<file path="config.mk">
export PLATFORM = sky130hd
export DESIGN_NAME = apu_frame_sequencer
export DESIGN_NICKNAME = d
export VERILOG_FILES = /design/src/rtl/apu_frame_sequencer.sv
export SDC_FILE = /design/constraint.sdc
export NUM_CORES = 1
export LEC_CHECK = 0
export ABC_AREA = 1
export CORE_MARGIN = 2
export CORE_UTILIZATION = 55
export CTS_BUF_LIST = sky130_fd_sc_hd__clkbuf_8
export CTS_CLUSTER_SIZE = 24
export DETAILED_ROUTE_END_ITERATION = 16
export PLACE_DENSITY = 0.78
export SLEW_MARGIN = 15
export SYNTH_ARGS = -nofsm -noshare
export SYNTH_HDL_FRONTEND = slang
export SYNTH_SLANG_ARGS = --single-unit
</file>
<file path="constraint.sdc">
create_clock -name clk -period 4.35 [get_ports clk]
set_clock_uncertainty 0.05 [all_clocks]
set_input_delay 1.0875 -clock clk [delete_from_list [all_inputs] [get_ports clk]]
set_output_delay 1.0875 -clock clk [all_outputs]
set_load 0.02 [all_outputs]
</file>
<file path="src/rtl/apu_frame_sequencer.sv">
`default_nettype none
// ============================================================================
// Module   : apu_frame_sequencer
// Brief    : Programmable frame-rate prescaler plus 8-step sequencer that
//            emits single-cycle length / sweep / envelope strobes.
// Revision : 1.0
// ============================================================================
module apu_frame_sequencer #(
    parameter int          W              = 13,
    parameter int unsigned DEFAULT_PERIOD = 8191
) (
    input  logic         clk,
    input  logic         rst_n,
    input  logic         en,
    input  logic         sync,
    input  logic [W-1:0] period,
    output logic [2:0]   step,
    output logic         frame_tick,
    output logic         length_tick,
    output logic         sweep_tick,
    output logic         env_tick
);

    localparam logic [W-1:0] c_DEF_PERIOD = W'(DEFAULT_PERIOD);

    logic [W-1:0] r_cnt;
    logic [W-1:0] r_per_q;
    logic [2:0]   r_step;
    logic         r_frame_tick;
    logic         r_length_tick;
    logic         r_sweep_tick;
    logic         r_env_tick;

    logic         w_terminal;

    assign w_terminal = (r_cnt == r_per_q);

    always_ff @(posedge clk or negedge rst_n) begin
        if (!rst_n) begin
            r_cnt         <= '0;
            r_per_q       <= c_DEF_PERIOD;
            r_step        <= 3'd0;
            r_frame_tick  <= 1'b0;
            r_length_tick <= 1'b0;
            r_sweep_tick  <= 1'b0;
            r_env_tick    <= 1'b0;
        end else begin
            r_frame_tick  <= 1'b0;
            r_length_tick <= 1'b0;
            r_sweep_tick  <= 1'b0;
            r_env_tick    <= 1'b0;
            if (sync) begin
                r_cnt   <= '0;
                r_step  <= 3'd0;
                r_per_q <= period;
            end else if (!en) begin
                // Counter and step freeze, but the period may be reprogrammed.
                r_per_q <= period;
            end else if (w_terminal) begin
                r_cnt         <= '0;
                r_step        <= r_step + 3'd1;
                r_per_q       <= period;
                r_frame_tick  <= 1'b1;
                // Strobes decode the step being left: L,-,L+S,-,L,-,L+S,E.
                r_length_tick <= ~r_step[0];
                r_sweep_tick  <= (r_step[1:0] == 2'b10);
                r_env_tick    <= (r_step == 3'd7);
            end else begin
                r_cnt <= r_cnt + {{(W-1){1'b0}}, 1'b1};
            end
        end
    end

    assign step        = r_step;
    assign frame_tick  = r_frame_tick;
    assign length_tick = r_length_tick;
    assign sweep_tick  = r_sweep_tick;
    assign env_tick    = r_env_tick;

endmodule
`default_nettype wire

</file>
# After elaboration in Yosys (flattened, before gate mapping)
# Cells that the tools add are included.
dict set report word_totals {
  reg_bits 33
  in_bits 17
  word_cells 38
}
dict set report classes {
  addsub 2
  eq_ne 4
  muxes 21
  bitwise 1
  reduce_logical 3
}
# operator n
set ops {}
lappend ops {{2-to-1 mux 13 bit} 6}
lappend ops {{adder 13 x 1 -> 13 bit, second input constant} 1}
lappend ops {{== test 13 bit} 1}
lappend ops {{2-to-1 mux 1 bit} 12}
lappend ops {{2-to-1 mux 3 bit} 3}
lappend ops {{nonzero test 2 bit} 2}
lappend ops {{adder 3 x 1 -> 3 bit, second input constant} 1}
lappend ops {{== test 3 bit, second input constant} 1}
lappend ops {{inequality test 3 x 1 -> 1 bit, second input constant} 1}
lappend ops {{== test 2 bit, second input constant} 1}
lappend ops {{AND reduction 2 bit} 1}
lappend ops {{NOT 1 bit} 1}

# Logic depth before layout (Yosys ltp)
dict set report depth {
  word_depth 4
  mapped_depth 11
  depth_no_buf 10
}

# Worst setup path after synthesis
# OpenSTA, ideal clock, no wires.
dict set report synth_path {
  path_kind {input to register}
  start {in en}
  end {reg r_env_tick, in the netlist env_tick}
  arrival_time_ns 1.883
  required_ns 4.227
  path_slack_ns 2.345
  cell_stages 5
  cell_sequence {inv_1 nor2_1 clkbuf_1 nand3_1 nor2_1}
}
dict set report synth_between {
  elab_chain_len 2
}
# element line
set synth_lines {}
lappend synth_lines {{from (decl)} 14} ;# input logic en,
lappend synth_lines {{2-to-1 mux 1 bit} 56} ;# end else if (!en) begin
lappend synth_lines {{2-to-1 mux 1 bit} 52} ;# if (sync) begin
lappend synth_lines {{to (signal assigned)} 67} ;# r_env_tick <= (r_step == 3'd7);
lappend synth_lines {{to (decl)} 32} ;# logic r_env_tick;
# Every way passes these cells.
# A chain may end at the register's enable or synchronous reset.

# Worst setup path in the final report
dict set report layout_path {
  start {reg r_step[0], in the netlist step[0]}
  end {out step[0]}
}
# element line
set layout_rtl {}
lappend layout_rtl {{from (decl)} 28} ;# logic [2:0] r_step;
lappend layout_rtl {{from (signal assigned)} 61} ;# r_step <= r_step + 3'd1;
lappend layout_rtl {{to (decl)} 17} ;# output logic [2:0] step,
# No word-level cell between the ends.

==> impl_metrics.json <==
{
  "cp-start-kind": "flip-flop",
  "die_area_um2": 3970,
  "insertion_delay_ns": 0.28,
  "placedCellCount": 323,
  "synth_seq_area_share": 0.440,
  "grt_pass1_vias": 1589,
  "hold_buffers": 0,
  "critical_path_required_ns": 3.21,
  "hpwl_um": 2750,
  "drive_above_1_share": 0.130,
  "worst_path_max_delay_cell": "clkdlybuf4s50_1",
  "worst_pin_slew_ns": 0.523,
  "synth_fp_nets": 279,
  "power.density_nw_per_um2": 304,
  "peakVddDrop_uv": 220,
  "drt-pass1-iter-count": 5,
  "dr.first_iter.drc_count": 154,
  "synth_ff_type": "dfrtp_1",
  "io_pins": 24,
  "num-nets-final": 305,
  "crit_arrival_ns": 1.30,
  "netlist_instances": 258,
  "min_period_ns": 2.44,
  "power_frac_clock": 0.418,
  "slowest_delay_ns": 0.62,
  "yosys_warnings": 0,
  "rsz0062_at_grt": "no",
  "routedWlPerCell_um": 11.9,
  "worstPathMaxFanout": 4,
  "min_path_type": "flip-flop to flip-flop",
  "tns_ns": 0,
  "grt_use_total": 0.232,
  "port_buffers": 23,
  "syn_area_per_cell_um2": 7.42,
  "maxClockFrequency_ghz": 0.410,
  "ant_nets": 0,
  "clock-sinks": 33,
  "antenna_cells": 0,
  "crit_family": "buffers and inverters",
  "chipHeight_um": 63.0,
  "syn_area_um2": 1910,
  "rows": 21,
  "overflow": 0,
  "gp_congestion": 0.817,
  "post-route-util": 0.685,
  "cts-buffers-inserted": 5,
  "cts_max_level": 2,
  "route.vias.total": 1663,
  "postCtsSetupRepairBufs": 0,
  "route.detailed.drc": 0,
  "switching_share": 0.222,
  "synth_top_area_cell": "dfrtp_1",
  "outcome": "finished clean",
  "via_per_inst": 5.02,
  "yosysTopAreaCellShare": 0.261,
  "timing.final.crit_share": 0.561,
  "cts-resized-gates": 0,
  "synth_area_leaders": "dfrtp_1 26%, dfstp_2 18%, nand2_1 18%, nand3_1 8.9%, inv_1 5.9%",
  "grt_pass1_wl_um": 7200,
  "grt_antenna_before_repair": 0,
  "setup_viol": 0,
  "core-area_um2": 3340,
  "drv_slew": 0,
  "pwr-share-seq": 0.486,
  "synth.distinct_cells": 23,
  "start_util": 0.574,
  "root_buffer": "clkbuf_8",
  "ys_ff_latch": 33,
  "p_leak_nw": 1.15,
  "p_comb_frac": 0.096,
  "p_switching_w": 0.000155,
  "grt_max_degree": 34,
  "crit_buf_inv": 1,
  "crit_chain": "clkdlybuf4s50_1",
  "cap_violations": 0,
  "die_w_um": 63.0,
  "endpoint_kind": "primary output",
  "wl_um": 3930,
  "clkTransAtPathRegs_ns": 0.07,
  "cts_buffer_depth": 2,
  "intPower_w": 0.000541,
  "finalHoldViolCount": 0,
  "relSlewSlack": 0.650,
  "async_reset_ff_frac": 1.00,
  "synth_edf_count": 0,
  "critPathKind": "flip-flop to primary output",
  "cts_tree": "yes",
  "layout.cells.non_filler": 331,
  "synthTopCellsByCount": "91 x nand2_1, 34 x nand3_1, 30 x inv_1, 20 x dfrtp_1, 15 x nor2_1",
  "yosysMostFrequentCell": "nand2_1",
  "area_growth_pct": 19.4
}
## cell families after synthesis
| kind of cell | Yosys count | synth area share |
|---|---|---|
| AND/OR/NAND/NOR | 164 | 0.382 |
| buffers and inverters | 42 | 0.0967 |
| flip-flops | 33 | 0.440 |
| XOR/XNOR | 8 | 0.0366 |
| AO/OA/AOI/OAI | 7 | 0.0183 |
| adder cells (fa/ha/maj) | 4 | 0.0261 |
## metal layers
metal,global-route usage,share of wire,vias up
li1,-,-,855
met1,0.312,0.47,767
met2,0.363,0.48,39
met3,0.0613,0.045,2
met4,0.0778,0.0046,0
met5,0,0,-
## state kept, by name, summed over array words and instances (netlist names)
name and cells:
sweep_tick 1, r_per_q 13, length_tick 1, frame_tick 1
step 3, env_tick 1, r_cnt 13
## stage by stage
| stage | area, um2 | total power [W] | worst slack, ns | hold slack, ns |
|---|---|---|---|---|
| 2_1_floorplan | 1910 | 0.000380 | 2.34 | 0.421 |
| 3_3_place_gp | 2170 | 0.000408 | 1.84 | 0.433 |
| 3_5_place_dp | 2170 | 0.000410 | 1.79 | 0.437 |
| 4_1_cts | 2290 | 0.000703 | 1.90 | 0.448 |
| 5_1_grt | 2290 | 0.000732 | 1.85 | 0.470 |
| 6_report | 2290 | 0.000696 | 1.91 | 0.443 |
## power by group through the flow
| stage | clock, W | sequential (W) | combinational (W) |
|---|---|---|---|
| 6_report | 0.000291 | 0.000338 | 0.0000666 |
| 5_1_grt | 0.000314 | 0.000340 | 0.0000782 |
| 4_1_cts | 0.000298 | 0.000338 | 0.0000676 |
| 3_5_place_dp | 0 | 0.000343 | 0.0000672 |
| 2_1_floorplan | 0 | 0.000339 | 0.0000402 |
| 3_3_place_gp | 0 | 0.000342 | 0.0000657 |
## final timing paths
check | startpoint | end | slack [ns] | cells after the start
min in group asynchronous | rst_n | length_tick$_DFF_PN0_ | 1.14 | 2
max in group asynchronous | rst_n | r_per_q[12]$_DFFE_PN1P_ | 2.77 | 2
min | r_per_q[11]$_DFFE_PN1P_ | r_per_q[11]$_DFFE_PN1P_ | 0.44 | 2
max | step[0]$_DFFE_PN0P_ | step[0] | 1.91 | 1
max reg2reg | r_per_q[4]$_DFFE_PN1P_ | r_per_q[7]$_DFFE_PN1P_ | 2.51 | 10
min reg2reg | r_per_q[11]$_DFFE_PN1P_ | r_per_q[11]$_DFFE_PN1P_ | 0.44 | 2
## cell usage in the layout, fill, tap and decap left out
master / synthesis / final
clkdlybuf4s50_1: 0 / 23
nand2_1: 91 / 91
ha_1: 4 / 4
buf_4: 1 / 2
nand4_1: 7 / 7
nand2_4: 2 / 2
clkbuf_8: 0 / 6
nor3_1: 5 / 5
nor2_2: 1 / 2
dfstp_2: 13 / 13
nand3_1: 34 / 34
bufinv_16: 0 / 1
xnor2_1: 3 / 3
nor2_1: 15 / 14
xor2_1: 5 / 5
inv_2: 6 / 6
nand2_2: 4 / 4
dfrtp_1: 20 / 20
nand3b_1: 4 / 4
o21ai_1: 1 / 1
o21ai_0: 6 / 6
nor2_4: 1 / 1
inv_1: 30 / 31
## area by class of cell
cell class,instances,area [um2]
Inverter,36,135
Tap cell,46,57.6
Multi-Input combinational cell,183,890
Fill cell,290,1050
Timing Repair Buffer,25,245
Sequential cell,33,842
Clock buffer,6,82.6
Clock inverter,2,33.8
Power figures use the tool's default switching activity.
